===== src/rtl/mem_arb_pkg.sv =====
// mem_arb_pkg: shared definitions for the memory port arbiter.
//   - arbiter FSM state encoding
//   - default address / data / access-code widths
package mem_arb_pkg;

    localparam int ADDR_W = 32;
    localparam int DATA_W = 32;
    localparam int CTRL_W = 3;

    typedef enum logic [1:0] {
        ARB_IDLE  = 2'd0,
        ARB_IBUSY = 2'd1,
        ARB_DBUSY = 2'd2
    } arb_state_e;

endpackage


===== src/rtl/mem_port_arbiter_if.sv =====
// mem_port_arbiter_if: groups the core-side (IF and MEM stage) and memory-side
// handshake signals of the arbiter.
//   slave  : the arbiter's view (takes core requests and memory responses,
//            drives ready/stall/data back to the core and m_* to memory)
//   master : the environment's view (core pipeline plus memory system)
interface mem_port_arbiter_if #(
    parameter int ADDR_W = mem_arb_pkg::ADDR_W,
    parameter int DATA_W = mem_arb_pkg::DATA_W,
    parameter int CTRL_W = mem_arb_pkg::CTRL_W
);
    logic              if_req;
    logic [ADDR_W-1:0] if_addr;
    logic [DATA_W-1:0] if_rdata;
    logic              if_ready;

    logic              d_req;
    logic              d_we;
    logic [ADDR_W-1:0] d_addr;
    logic [DATA_W-1:0] d_wdata;
    logic [CTRL_W-1:0] d_ctrl;
    logic [DATA_W-1:0] d_rdata;
    logic              d_ready;

    logic              stall_if;
    logic              stall_mem;

    logic              m_req;
    logic              m_we;
    logic [ADDR_W-1:0] m_addr;
    logic [DATA_W-1:0] m_wdata;
    logic [CTRL_W-1:0] m_ctrl;
    logic              m_ack;
    logic [DATA_W-1:0] m_rdata;

    modport slave (
        input  if_req, if_addr, d_req, d_we, d_addr, d_wdata, d_ctrl, m_ack, m_rdata,
        output if_rdata, if_ready, d_rdata, d_ready, stall_if, stall_mem,
               m_req, m_we, m_addr, m_wdata, m_ctrl
    );

    modport master (
        output if_req, if_addr, d_req, d_we, d_addr, d_wdata, d_ctrl, m_ack, m_rdata,
        input  if_rdata, if_ready, d_rdata, d_ready, stall_if, stall_mem,
               m_req, m_we, m_addr, m_wdata, m_ctrl
    );

endinterface


===== src/rtl/mem_arb_perf_cnt.sv =====
// mem_arb_perf_cnt: saturating up-counter with synchronous clear.
//   clk, rst : clock, asynchronous active-low reset
//   clr      : synchronous clear, wins over en
//   en       : count this cycle
//   cnt      : current count, sticks at all-ones
module mem_arb_perf_cnt #(
    parameter int CNT_W = 32
) (
    input  logic             clk,
    input  logic             rst,
    input  logic             clr,
    input  logic             en,
    output logic [CNT_W-1:0] cnt
);

    logic [CNT_W-1:0] cnt_q;
    logic [CNT_W-1:0] cnt_d;

    always_comb begin
        cnt_d = cnt_q;
        if (clr) begin
            cnt_d = '0;
        end else if (en && !(&cnt_q)) begin
            cnt_d = cnt_q + 1'b1;
        end
    end

    always_ff @(posedge clk or negedge rst) begin
        if (!rst) begin
            cnt_q <= '0;
        end else begin
            cnt_q <= cnt_d;
        end
    end

    assign cnt = cnt_q;

endmodule


===== src/rtl/mem_port_arbiter.sv =====
// mem_port_arbiter: shares one single-port, variable-latency memory between the
// instruction-fetch stage and the load/store stage, one transaction at a time.
//   clk, rst     : clock, asynchronous active-low reset
//   bus (slave)  : if_* fetch port, d_* data port, stall_* to the pipeline,
//                  m_* request/acknowledge port to the memory
// Optional build macro MEM_ARB_PERF_CNT_EN adds:
//   perf_clr     : synchronous clear of both wait counters
//   perf_if_wait : cycles with stall_if = 1 (saturating)
//   perf_d_wait  : cycles with stall_mem = 1 (saturating)
//
// state     | meaning
// ARB_IDLE  | no transaction in flight, arbitrating every cycle
// ARB_IBUSY | fetch transaction outstanding, waiting for m_ack
// ARB_DBUSY | data transaction outstanding, waiting for m_ack
module mem_port_arbiter #(
    parameter int ADDR_W = mem_arb_pkg::ADDR_W,
    parameter int DATA_W = mem_arb_pkg::DATA_W,
    parameter int CTRL_W = mem_arb_pkg::CTRL_W
`ifdef MEM_ARB_PERF_CNT_EN
    ,
    parameter int CNT_W  = 32
`endif
) (
    input  logic                clk,
    input  logic                rst,
`ifdef MEM_ARB_PERF_CNT_EN
    input  logic                perf_clr,
    output logic [CNT_W-1:0]    perf_if_wait,
    output logic [CNT_W-1:0]    perf_d_wait,
`endif
    mem_port_arbiter_if.slave   bus
);
    import mem_arb_pkg::*;

    arb_state_e        state_q, state_d;
    logic              last_d_q, last_d_d;
    logic              m_req_q, m_req_d;
    logic              m_we_q, m_we_d;
    logic [ADDR_W-1:0] m_addr_q, m_addr_d;
    logic [DATA_W-1:0] m_wdata_q, m_wdata_d;
    logic [CTRL_W-1:0] m_ctrl_q, m_ctrl_d;
    logic [DATA_W-1:0] if_rdata_q, if_rdata_d;
    logic [DATA_W-1:0] d_rdata_q, d_rdata_d;
    logic              if_ready_q, if_ready_d;
    logic              d_ready_q, d_ready_d;

    logic              elig_if;
    logic              elig_d;
    logic              grant_i;
    logic              grant_d;
    logic              ack;

    // A requester whose ready is pulsing still holds req for this cycle;
    // it must not be granted again before the core advances.
    assign elig_if = bus.if_req && !if_ready_q;
    assign elig_d  = bus.d_req  && !d_ready_q;

    // Data wins ties unless it won the previous grant.
    assign grant_d = elig_d  && (!elig_if || !last_d_q);
    assign grant_i = elig_if && (!elig_d  ||  last_d_q);

    assign ack = bus.m_ack && m_req_q;

    always_comb begin
        state_d    = state_q;
        last_d_d   = last_d_q;
        m_req_d    = m_req_q;
        m_we_d     = m_we_q;
        m_addr_d   = m_addr_q;
        m_wdata_d  = m_wdata_q;
        m_ctrl_d   = m_ctrl_q;
        if_rdata_d = if_rdata_q;
        d_rdata_d  = d_rdata_q;
        if_ready_d = 1'b0;
        d_ready_d  = 1'b0;

        case (state_q)
            ARB_IDLE: begin
                if (grant_d) begin
                    state_d   = ARB_DBUSY;
                    last_d_d  = 1'b1;
                    m_req_d   = 1'b1;
                    m_we_d    = bus.d_we;
                    m_addr_d  = bus.d_addr;
                    m_wdata_d = bus.d_wdata;
                    m_ctrl_d  = bus.d_ctrl;
                end else if (grant_i) begin
                    state_d   = ARB_IBUSY;
                    last_d_d  = 1'b0;
                    m_req_d   = 1'b1;
                    m_we_d    = 1'b0;
                    m_addr_d  = bus.if_addr;
                    m_wdata_d = '0;
                    m_ctrl_d  = '0;
                end
            end
            ARB_IBUSY: begin
                if (ack) begin
                    state_d = ARB_IDLE;
                    m_req_d = 1'b0;
                    // Fetch flushed while in flight: drop the result silently.
                    if (bus.if_req) begin
                        if_rdata_d = bus.m_rdata;
                        if_ready_d = 1'b1;
                    end
                end
            end
            ARB_DBUSY: begin
                if (ack) begin
                    state_d = ARB_IDLE;
                    m_req_d = 1'b0;
                    if (bus.d_req) begin
                        d_rdata_d = bus.m_rdata;
                        d_ready_d = 1'b1;
                    end
                end
            end
            default: begin
                state_d = ARB_IDLE;
                m_req_d = 1'b0;
            end
        endcase
    end

    always_ff @(posedge clk or negedge rst) begin
        if (!rst) begin
            state_q    <= ARB_IDLE;
            last_d_q   <= 1'b0;
            m_req_q    <= 1'b0;
            m_we_q     <= 1'b0;
            m_addr_q   <= '0;
            m_wdata_q  <= '0;
            m_ctrl_q   <= '0;
            if_rdata_q <= '0;
            d_rdata_q  <= '0;
            if_ready_q <= 1'b0;
            d_ready_q  <= 1'b0;
        end else begin
            state_q    <= state_d;
            last_d_q   <= last_d_d;
            m_req_q    <= m_req_d;
            m_we_q     <= m_we_d;
            m_addr_q   <= m_addr_d;
            m_wdata_q  <= m_wdata_d;
            m_ctrl_q   <= m_ctrl_d;
            if_rdata_q <= if_rdata_d;
            d_rdata_q  <= d_rdata_d;
            if_ready_q <= if_ready_d;
            d_ready_q  <= d_ready_d;
        end
    end

    assign bus.m_req     = m_req_q;
    assign bus.m_we      = m_we_q;
    assign bus.m_addr    = m_addr_q;
    assign bus.m_wdata   = m_wdata_q;
    assign bus.m_ctrl    = m_ctrl_q;
    assign bus.if_rdata  = if_rdata_q;
    assign bus.d_rdata   = d_rdata_q;
    assign bus.if_ready  = if_ready_q;
    assign bus.d_ready   = d_ready_q;
    assign bus.stall_if  = bus.if_req && !if_ready_q;
    assign bus.stall_mem = bus.d_req  && !d_ready_q;

`ifdef MEM_ARB_PERF_CNT_EN
    mem_arb_perf_cnt #(.CNT_W(CNT_W)) u_perf_if (
        .clk (clk),
        .rst (rst),
        .clr (perf_clr),
        .en  (bus.stall_if),
        .cnt (perf_if_wait)
    );

    mem_arb_perf_cnt #(.CNT_W(CNT_W)) u_perf_d (
        .clk (clk),
        .rst (rst),
        .clr (perf_clr),
        .en  (bus.stall_mem),
        .cnt (perf_d_wait)
    );
`endif

endmodule

===== src/flat_wrapper.sv =====
// flat-port wrapper written by rule: the top's interface ports become plain ports
module mem_port_arbiter_flat import mem_arb_pkg::*;
#(
    parameter int ADDR_W = mem_arb_pkg::ADDR_W,
    parameter int DATA_W = mem_arb_pkg::DATA_W,
    parameter int CTRL_W = mem_arb_pkg::CTRL_W

)
  (clk, rst, bus_if_req, bus_if_addr, bus_d_req, bus_d_we, bus_d_addr, bus_d_wdata, bus_d_ctrl, bus_m_ack, bus_m_rdata, bus_if_rdata, bus_if_ready, bus_d_rdata, bus_d_ready, bus_stall_if, bus_stall_mem, bus_m_req, bus_m_we, bus_m_addr, bus_m_wdata, bus_m_ctrl);
  mem_port_arbiter_if #(.ADDR_W(ADDR_W), .DATA_W(DATA_W), .CTRL_W(CTRL_W)) bus_i ();
  input  logic clk;
  input  logic rst;
  input wire logic [$bits(bus_i.if_req)-1:0] bus_if_req;
  input wire logic [$bits(bus_i.if_addr)-1:0] bus_if_addr;
  input wire logic [$bits(bus_i.d_req)-1:0] bus_d_req;
  input wire logic [$bits(bus_i.d_we)-1:0] bus_d_we;
  input wire logic [$bits(bus_i.d_addr)-1:0] bus_d_addr;
  input wire logic [$bits(bus_i.d_wdata)-1:0] bus_d_wdata;
  input wire logic [$bits(bus_i.d_ctrl)-1:0] bus_d_ctrl;
  input wire logic [$bits(bus_i.m_ack)-1:0] bus_m_ack;
  input wire logic [$bits(bus_i.m_rdata)-1:0] bus_m_rdata;
  output wire logic [$bits(bus_i.if_rdata)-1:0] bus_if_rdata;
  output wire logic [$bits(bus_i.if_ready)-1:0] bus_if_ready;
  output wire logic [$bits(bus_i.d_rdata)-1:0] bus_d_rdata;
  output wire logic [$bits(bus_i.d_ready)-1:0] bus_d_ready;
  output wire logic [$bits(bus_i.stall_if)-1:0] bus_stall_if;
  output wire logic [$bits(bus_i.stall_mem)-1:0] bus_stall_mem;
  output wire logic [$bits(bus_i.m_req)-1:0] bus_m_req;
  output wire logic [$bits(bus_i.m_we)-1:0] bus_m_we;
  output wire logic [$bits(bus_i.m_addr)-1:0] bus_m_addr;
  output wire logic [$bits(bus_i.m_wdata)-1:0] bus_m_wdata;
  output wire logic [$bits(bus_i.m_ctrl)-1:0] bus_m_ctrl;
  assign bus_i.if_req = bus_if_req;
  assign bus_i.if_addr = bus_if_addr;
  assign bus_i.d_req = bus_d_req;
  assign bus_i.d_we = bus_d_we;
  assign bus_i.d_addr = bus_d_addr;
  assign bus_i.d_wdata = bus_d_wdata;
  assign bus_i.d_ctrl = bus_d_ctrl;
  assign bus_i.m_ack = bus_m_ack;
  assign bus_i.m_rdata = bus_m_rdata;
  assign bus_if_rdata = bus_i.if_rdata;
  assign bus_if_ready = bus_i.if_ready;
  assign bus_d_rdata = bus_i.d_rdata;
  assign bus_d_ready = bus_i.d_ready;
  assign bus_stall_if = bus_i.stall_if;
  assign bus_stall_mem = bus_i.stall_mem;
  assign bus_m_req = bus_i.m_req;
  assign bus_m_we = bus_i.m_we;
  assign bus_m_addr = bus_i.m_addr;
  assign bus_m_wdata = bus_i.m_wdata;
  assign bus_m_ctrl = bus_i.m_ctrl;
  mem_port_arbiter #(.ADDR_W(ADDR_W), .DATA_W(DATA_W), .CTRL_W(CTRL_W)) u_core (.clk(clk), .rst(rst), .bus(bus_i));
endmodule

===== config.mk =====
export PLATFORM = sky130hd
export DESIGN_NAME = mem_port_arbiter_flat
export DESIGN_NICKNAME = d
export VERILOG_FILES = /design/src/rtl/mem_arb_pkg.sv /design/src/rtl/mem_port_arbiter_if.sv /design/src/rtl/mem_arb_perf_cnt.sv /design/src/rtl/mem_port_arbiter.sv /design/src/flat_wrapper.sv
export SDC_FILE = /design/constraint.sdc
export NUM_CORES = 1
export LEC_CHECK = 0
export ABC_AREA = 1
export CORE_MARGIN = 1
export CORE_UTILIZATION = 30
export DETAILED_ROUTE_END_ITERATION = 8
export SLEW_MARGIN = 10
export SYNTH_ARGS = -nofsm -noshare
export SYNTH_HDL_FRONTEND = slang
export SYNTH_SLANG_ARGS = --single-unit

===== constraint.sdc =====
create_clock -name clk -period 1.48 [get_ports clk]
set_input_delay 0.296 -clock clk [delete_from_list [all_inputs] [get_ports clk]]
set_output_delay 0.296 -clock clk [all_outputs]
set_load 0.1 [all_outputs]

==> impl_metrics.tcl <==
set metrics [dict create \
    dieWidth_um 143.0 \
    hold_path_class "in2async" \
    crit_required_ps 1180 \
    cts_buffer_depth 2 \
    start_kind "flip-flop" \
    status "complete, but fails checks" \
    rows 51 \
    worstSetupPathType "reg2out" \
    area_growth_pct 98.95 \
    floorplan.initialDensity_pct 30.66 \
    layout_common_cells "291 x nand2_1, 155 x buf_12, 135 x dfrtp_1" \
    htreeDepth 4 \
    slew_viol_final 0 \
    avgRoutedWirePerCell_um 16.20 \
    grt_max_degree 48 \
    skew_ps 19.04 \
    multi_input_comb_area_um2 2325 \
    gp_congestion 0.7919 \
    ys_seq_elements 138 \
    whs_ps 323.1 \
    reg2reg_from "u_core.bus.d_ready" \
    wirelength_um 21350 \
    port_buffers 273 \
    drc 0 \
    timing.fmax_mhz 616.6 \
    crit_path_cell_trace "nor2_4 > buf_12 > buf_12" \
    core-area_um2 19460 \
    insertion_delay_ps 420 \
    cts_tree "built" \
    cap_viol_max_count 0 \
    ys_warn_count 0 \
    setup_ws_ps -141.8 \
    path_common_cell "buf_12" \
    first_pass_iters 4 \
    root_buffer "clkbuf_16" \
    die_h_um 143.0 \
    syn_nets 879 \
    n_fill_cell 1593 \
    viasPerCell 4.455 \
    critPathLaunch "u_core.bus.d_ready" \
    timing.final.crit_share_pct 109.6 \
    grt_pass1_vias 5611 \
    overflow 0 \
    tns_ps -6295 \
    relSlewSlack_pct 78.26 \
    seq_area_frac_synth_pct 57.87 \
    tightest_slew_ps 326.0 \
    syn_inst 739 \
    seqCellArea_um2 3465 \
    hold_viol_final 0 \
    post-route-min-period_ps 1622 \
    cpMaxStageDelayCell "dfrtp_4" \
    io_pins 274 \
    hpwlAfterDp_um 14160 \
    setup_viol 73 \
    rsz0062_at_grt "yes" \
    synthesis.area_um2 5967 \
    cts_buffers 17 \
    endpoint_kind "primary output" \
    avgSynthCellArea_um2 8.074 \
    layout_commonest_cell "nand2_1" \
    diodes 0 \
    grt_pass1_wl_um 30720 \
    vias 5872 \
    drt_iter0_drc 249 \
    arrival_ps 1330 \
    grt_usage_pct 19.71 \
    path_max_fanout 2 \
    antenna_found_initial 0 \
    violations "negative setup slack" \
    die_area_um2 20460 \
    final_nets 1182 \
    crit_path_max_incr_delay_ps 500 \
    ys_types 15 \
    ant_nets 0 \
    clk_pin_slew_ps 60 \
    drive_above_1_share_pct 27.73 \
    clock_sinks 138 \
]
==> stage by stage <==
stage | instance area, um2 | worst slack [ps] | std cells | utilization [%]
2_1_floorplan | 6011 | -52.07 | 739 | -
3_3_place_gp | 10690 | -246.4 | 1267 | 54.93
3_5_place_dp | 10690 | -290.7 | 1267 | 54.93
4_1_cts | 11290 | -144.4 | 1302 | 58.03
5_1_grt | 11870 | -176.4 | 1318 | 61.00
6_report | 11870 | -141.8 | 1318 | 61.00
==> timing repair <==
action / in CTS / in global routing
cloned: 0 / 12
gates resized for setup: 7 / 88
hold endpoints to repair: 26 / 0
setup buffers: 5 / 4
hold buffers: 1 / 0
endpoints found under the setup margin: 2 / 71
pin swaps: 1 / 21
==> flip-flops by register name (all words and copies together) (netlist names), 2 cells and up <==
name and count:
u_core.bus.d_rdata 32, u_core.bus.m_addr 32, u_core.bus.m_ctrl 3, u_core.state_q 2, u_core.bus.if_rdata 32, u_core.bus.m_wdata 32
==> final timing paths <==
kind	to	slack, ps	depth (start not counted)
min reg2reg	u_core.state_q[0]	530	2
min	u_core.bus.d_rdata[16]	320	2
max reg2reg	u_core.bus.m_addr[16]	-120	9
max in group asynchronous	u_core.bus.m_addr[9]	620	3
min in group clk	u_core.bus.m_ctrl[0]	410	3
max	bus_stall_mem	-140	3
==> per-layer routing <==
layer / share of wire [%] / up-vias / track usage (%)
li1: - / 2886 / -
met5: 0 / - / 0
met3: 11 / 22 / 8.887
met2: 48 / 218 / 30.94
met1: 39 / 2746 / 23.89
met4: 1.6 / 0 / 6.621
==> Yosys cell counts, drive strengths merged <==
master	instances	area [um2]
ha	3	37.54
inv	73	274.0
nor2	3	23.77
nand3	68	340.3
buf	24	128.9
a21oi	1	16.27
o21ai	66	330.3
dfrtp	138	3453
clkbuf	17	63.81
nand2	346	1299
==> kinds of logic after synthesis <==
family / count (synthesis) / share of synthesized area [%]
AO/OA/AOI/OAI: 67 / 5.808
adder cells (fa/ha/maj): 3 / 0.6291
buffers and inverters: 114 / 7.821
flip-flops: 138 / 57.87
AND/OR/NAND/NOR: 417 / 27.87
==> critical path, delay by kind of cell (launching register included) <==
kind	cells	cell delay (ps)
AND/OR/NAND/NOR	1	130
buffers and inverters	2	280
flip-flops	1	500
==> area by class of cell <==
class	count	share of cell area, %
multi-input combinational	487	19.58
timing repair buffer	324	41.33
clock inverter	13	1.012
tap	265	2.793
clock buffer	17	3.583
timing repair inverter	1	0.09486
inverter	73	2.424
sequential	138	29.18
Power is not shown: default switching activity piles up to over one toggle a cycle in this logic, so the estimate is an artifact.
